## config.mk

```make
export PLATFORM = sky130hd
export DESIGN_NAME = bcd_display_driver
export DESIGN_NICKNAME = d
export VERILOG_FILES = /design/src/rtl/bcd_display_driver_pkg.sv /design/src/rtl/bcd_display_driver_seg7_encode.sv /design/src/rtl/bcd_display_driver.sv
export SDC_FILE = /design/constraint.sdc
export NUM_CORES = 1
export LEC_CHECK = 0
export CAP_MARGIN = 20
export CORE_AREA = 8 8 112 114
export CTS_CLUSTER_DIAMETER = 50
export DETAILED_ROUTE_END_ITERATION = 12
export DIE_AREA = 0 0 120 122
export GPL_TIMING_DRIVEN = 0
export PLACE_DENSITY = 0.79
export SYNTH_ARGS = -nofsm -noshare
export SYNTH_HDL_FRONTEND = slang
export SYNTH_SLANG_ARGS = --single-unit
```

## constraint.sdc

```tcl
create_clock -name clk -period 7.76 [get_ports clk]
set_input_delay 2.328 -clock clk [delete_from_list [all_inputs] [get_ports clk]]
set_output_delay 2.328 -clock clk [all_outputs]
set_load 0.02 [all_outputs]
```

## src/rtl/bcd_display_driver_pkg.sv

```systemverilog
// bcd_display_driver_pkg: segment codes, limits and state encoding shared by the display driver
package bcd_display_driver_pkg;
  typedef enum logic [1:0] {IDLE, SHIFT, UPDATE} state_t;
  localparam logic [6:0] SEG_0 = 7'h3F;
  localparam logic [6:0] SEG_1 = 7'h06;
  localparam logic [6:0] SEG_2 = 7'h5B;
  localparam logic [6:0] SEG_3 = 7'h4F;
  localparam logic [6:0] SEG_4 = 7'h66;
  localparam logic [6:0] SEG_5 = 7'h6D;
  localparam logic [6:0] SEG_6 = 7'h7D;
  localparam logic [6:0] SEG_7 = 7'h07;
  localparam logic [6:0] SEG_8 = 7'h7F;
  localparam logic [6:0] SEG_9 = 7'h6F;
  localparam logic [6:0] SEG_MINUS = 7'h40;
  localparam int DP_BIT = 7;
  localparam logic [19:0] BCD_MAX = 20'd999999;
  function automatic logic [6:0] seg_code(input logic [3:0] n);
    case (n)
      4'd0: return SEG_0;
      4'd1: return SEG_1;
      4'd2: return SEG_2;
      4'd3: return SEG_3;
      4'd4: return SEG_4;
      4'd5: return SEG_5;
      4'd6: return SEG_6;
      4'd7: return SEG_7;
      4'd8: return SEG_8;
      4'd9: return SEG_9;
      default: return 7'h00;
    endcase
  endfunction
endpackage

```

## src/rtl/bcd_display_driver_seg7_encode.sv

```systemverilog
// seg7_encode: BCD nibble to {g..a} segment pattern, non-decimal codes dark
module seg7_encode
  import bcd_display_driver_pkg::*;
(
  input  logic [3:0] nibble,
  output logic [6:0] seg
);
  assign seg = seg_code(nibble);
endmodule

```

## src/rtl/bcd_display_driver.sv

```systemverilog
// bcd_display_driver: sequential double-dabble of a binary value into six 7-segment digits with blanking, dp and overflow
module bcd_display_driver
  import bcd_display_driver_pkg::*;
#(
  parameter int WIDTH = 20
) (
  input  logic             clk,
  input  logic             reset,
  input  logic             load,
  input  logic [WIDTH-1:0] value,
  input  logic             blank_en,
  input  logic [5:0]       dp_pos,
  output logic             busy,
  output logic             done,
  output logic             ovf,
  output logic [7:0]       digit5,
  output logic [7:0]       digit4,
  output logic [7:0]       digit3,
  output logic [7:0]       digit2,
  output logic [7:0]       digit1,
  output logic [7:0]       digit0,
  output logic [5:0]       disp_enable
);
  state_t state, next;
  logic [WIDTH-1:0] bin;
  logic [23:0] bcd, adj;
  logic [4:0] cnt;
  logic blank_q, ovf_p;
  logic [5:0] dp_q, en;
  logic [6:0] seg [6];
  logic [7:0] dig [6];
  assign busy = state != IDLE;
  assign {digit5, digit4, digit3, digit2, digit1, digit0} = {dig[5], dig[4], dig[3], dig[2], dig[1], dig[0]};
  always_comb begin
    next = state == IDLE ? (load ? SHIFT : IDLE) :
           state == SHIFT ? (cnt == 5'd0 ? UPDATE : SHIFT) : IDLE;
  end
  // add-3 per nibble, no carry across nibbles
  always_comb begin
    adj = bcd;
    for (int i = 0; i < 6; i++)
      adj[4*i+:4] = bcd[4*i+:4] >= 4'd5 ? bcd[4*i+:4] + 4'd3 : bcd[4*i+:4];
  end
  always_comb begin
    en = '0;
    for (int i = 0; i < 6; i++)
      en[i] = ovf_p | ~blank_q | (i == 0) | (|(bcd >> (4*i))) | dp_q[i];
  end
  for (genvar g = 0; g < 6; g++) begin : g_enc
    seg7_encode u_enc (.nibble(bcd[4*g+:4]), .seg(seg[g]));
  end
  always_ff @(posedge clk or posedge reset) begin
    if (reset) begin
      state <= IDLE;
      bin <= '0;
      bcd <= '0;
      cnt <= '0;
      blank_q <= 1'b0;
      dp_q <= '0;
      ovf_p <= 1'b0;
      done <= 1'b0;
      ovf <= 1'b0;
      disp_enable <= '0;
      for (int i = 0; i < 6; i++) dig[i] <= '0;
    end else begin
      state <= next;
      done <= state == UPDATE;
      if (state == IDLE && load) begin
        bin <= value;
        bcd <= '0;
        blank_q <= blank_en;
        dp_q <= dp_pos;
        ovf_p <= value > WIDTH'(BCD_MAX);
        cnt <= 5'(WIDTH - 1);
      end
      if (state == SHIFT) begin
        {bcd, bin} <= {adj, bin} << 1;
        cnt <= cnt - 5'd1;
      end
      if (state == UPDATE) begin
        ovf <= ovf_p;
        disp_enable <= en;
        for (int i = 0; i < 6; i++)
          dig[i] <= ovf_p ? {dp_q[i], SEG_MINUS} : {dp_q[i], seg[i]};
      end
    end
  end
endmodule

```

==> impl_summary.log <==
[metrics] Yosys cell types: 41
[metrics] internal power: 1.95 mW
[metrics] cell area power density: 443 mW/mm^2
[metrics] routed wirelength normalized by instance count: 16.8 um
[metrics] result of the run: complete, no violations
[metrics] largest net degree at the start of global routing: 73
[metrics] vias in the first global route: 5049
[metrics] proportion of register bits with asynchronous set or reset after synthesis: 100%
[metrics] Arrival @ worst endpoint: 1.71 ns
[metrics] number of nets in the synthesized netlist: 707
[metrics] clk sink count: 115
[metrics] count of pins on the block boundary: 87
[metrics] warning count from the yosys run: 0
[metrics] Layout fillers: 810
[metrics] Crit. End Element: output port
[metrics] most frequent cells in the layout: nand2_1, dfrtp_1, clkdlybuf4s50_1
[metrics] Register-to-Register Path Depth: 6
[metrics] switch share: 40.8%
[metrics] core area: 0.0107 mm^2
[metrics] global-route wire length before repair: 24900 um
[metrics] clock tree from TritonCTS: done
[metrics] top post-synthesis cells by area: dfrtp_1, nand2_1, ha_1
[metrics] FP Rows: 38
[metrics] Hold Fails Final Rpt: 0
[metrics] die footprint: 0.0146 mm^2
[metrics] Crit Path Max Fanout: 6
[metrics] DIE WIDTH: 120 um
[metrics] GPL Wtd Cong: 0.868
[metrics] Final Net Count: 813
[metrics] post-synthesis simple-gate area fraction: 18.6%
[metrics] antenna diode count: 0
[metrics] reg2reg start: bcd[17]$_DFFE_PP0P_
[metrics] Post-Synthesis Mean Instance Area: 9.09 um^2
[metrics] initial standard-cell utilization of the core: 54.4%
[metrics] highest clock frequency the design can meet: 0.248 GHz
[metrics] die height: 122 um
[metrics] sequential element share of the synthesized area: 49.5%
[metrics] length of the first detailed-routing pass in iterations: 5
[metrics] Hold Buf Count CTS: 0
[metrics] part of the power in registers: 32.4%
[metrics] number of enable-type register cells in the synthesized netlist: 0
[metrics] Hold Path Sink: disp_enable[0]$_DFFE_PP0P_
[metrics] cts bufs inserted: 17
[metrics] Clock Skew: 0.00830 ns
[metrics] buffer count from post-CTS setup fixing: 0
[metrics] element type at the critical path start: flip-flop
[metrics] Setup Viol. Count Final: 0
[metrics] part of the power in combinational logic: 44.9%
[metrics] required time of the critical path: 5.43 ns
[metrics] via-per-instance ratio: 5.59
[metrics] clock period minus worst slack: 4.04 ns
[metrics] parity-gate share of the synthesized area counting xor and xnor cells: 2.11%
[metrics] Worst Path Class, Setup: flip-flop to output port
[metrics] top flip-flop cell by instance count after synthesis: dfrtp_1
[metrics] max_cap viols: 0
[metrics] area added between synthesis and finish: 28.2%
[metrics] endpoint of the worst register-to-register path: disp_enable[1]$_DFFE_PP0P_
[metrics] Clock Pin Slew Worst Setup and Hold Paths: 0.06 ns
[metrics] slowest stage cell, crit path: clkdlybuf4s50_1
[metrics] number of levels in the clock H-tree: 4
[metrics] area leader, netlist: dfrtp_1
[metrics] max-slew violation count: 0
[metrics] switching power total: 1.35 mW
[metrics] worst-case register-to-register setup slack: 5.80 ns
[metrics] total of flip-flops plus latches after synthesis: 115
[metrics] count of port buffers added during placement: 86
[metrics] synthesized instance count: 640
[metrics] fraction of final layout cells with drive strength greater than 1: 8.83%
[metrics] share of the synthesized area in the top cell type: 49.5%
[metrics] classification of the worst-slack hold path: flip-flop to flip-flop
[metrics] most common cell after layout, fill and taps aside: nand2_1
[metrics] number of DRC markers after the initial detailed-route iteration: 387
[metrics] Cell Chain, Critical Path: nor2_1, inv_1, clkdlybuf4s50_1
[metrics] share of total power in the clock network: 22.7%
[metrics] headroom to the max-slew limit: 49.2%
[metrics] number of buffers on the longest clock path: 2
[metrics] HPWL Detailed: 10400 um
[metrics] final routed DRC violation total: 0
[metrics] adder-cell share of the synthesized area: 7.96%
[metrics] Vias: 5022
[metrics] area of the mapped netlist: 0.00582 mm^2
[metrics] Resized cells post-CTS: 0
[metrics] VDD IR max: 0.171 mV
[metrics] library cell used as clock root buffer: clkbuf_8
[metrics] Critical Path Max Stage Delay: 0.61 ns
[metrics] final critical-path share of the clock period: 52.0%
[metrics] number of antenna violations at the first check in global routing: 0
[metrics] sum of negative setup slack: 0 ns
[metrics] antenna viol nets, final: 0
[metrics] overall routed net length: 15100 um
[metrics] Leakage Power: 3.43 nW
[metrics] global-route total usage across every layer: 21.2%
[metrics] residual overflow from global routing: 0
[metrics] compound-cell area share of the yosys netlist: 16.0%
[metrics] worst hold start: disp_enable[0]$_DFFE_PP0P_
[metrics] setup repair after global routing missed its margin: false
[metrics] hold-critical path depth: 1
[metrics] overall power of the completed layout: 3.30 mW
[metrics] dominant combinational cell family by area after synthesis: simple AND/OR/NAND/NOR gates
[metrics] post-synthesis mux area share: 1.10%
[metrics] slew of the pin with the lowest slew margin: 0.762 ns
[metrics] clock latency at the later pin of the worst-skew pair: 0.52 ns
==> per-layer routing <==
layer,vias to the layer above,track usage (%),wire length (um)
met5,-,0,0
met4,0,9.06,412
met3,30,4.95,788
met2,157,35.8,7560
met1,2464,25.6,6340
li1,2371,-,-
==> worst max-delay path, delay by kind of cell (launching register included) <==
kind	cells	cell delay [ns]
flip-flops	1	0.44
buffers and inverters	2	0.67
AND/OR/NAND/NOR	1	0.08
==> layout make-up <==
cell class	count	area [um^2]	area share, %
inverters	27	104	1.39
well taps	140	175	2.35
flip-flops and latches	115	2880	38.6
plain buffers	38	178	2.38
clock inverters	15	159	2.13
clock buffers	17	414	5.55
repair buffers	87	888	11.9
multi-input cells	460	2660	35.7
==> cell families (layout without fill, tap and decap cells) <==
logic type      Yosys count  in the layout
simple gates            240            240
flops                   115            115
buf+inv                  65            184
mux                       6              6
compound gates          163            163
xor+xnor                 14             14
fa+ha+maj                37             37
==> how the worst max path moves through the flow <==
stage                                   from                    end  slack, ns  depth (start not counted)
after CTS                 state[0]$_DFF_PP0_                   busy       3.72                          3
after global routing      state[0]$_DFF_PP0_                   busy       3.64                          3
after global placement                 reset  digit0[7]$_DFFE_PP0P_       0.89                          2
final                     state[0]$_DFF_PP0_                   busy       3.72                          3
after floorplan                        reset     bcd[0]$_DFFE_PP0P_       2.39                          1
after detailed placement                load     bcd[3]$_DFFE_PP0P_       3.76                          6
==> registers in the layout (all words and copies together), names as in the netlist, 5 cells and up <==
register / count
digit1: 8
digit2: 8
digit4: 8
disp_enable: 6
bcd: 24
digit0: 8
digit3: 8
dp_q: 6
digit5: 8
bin: 20
cnt: 5
==> stage by stage <==
step	cell area, um^2	setup WS, ns	cells	hold WS [ns]	util, %
floorplan	5820	2.39	640	0.439	-
global placement	6850	0.889	866	0.450	64.1
detailed placement	6880	3.76	867	0.459	64.4
CTS	7460	3.72	899	0.470	69.7
global route	7460	3.64	899	0.483	69.7
finish	7460	3.72	899	0.468	69.7
==> power by group through the flow <==
stage / logic (mW) / registers (mW) / clock network (mW)
6_report: 1.48 / 1.07 / 0.750
5_1_grt: 1.64 / 1.10 / 0.785
3_3_place_gp: 1.41 / 1.05 / 0
2_1_floorplan: 0.836 / 1.16 / 0
3_5_place_dp: 1.47 / 1.07 / 0
4_1_cts: 1.48 / 1.06 / 0.752
==> Yosys cell counts (all sizes together), types with 4 or more instances <==
master,number
a21o,5
a21oi,32
a22o,4
a22oi,19
a31oi,8
buf,26
clkbuf,12
dfrtp,115
ha,37
inv,26
nand2,132
nand2b,18
nand3,20
nor2,33
nor2b,8
nor3,14
nor3b,6
o21ai,84
xnor2,6
xor2,8
(Power assumes the default switching activity.)
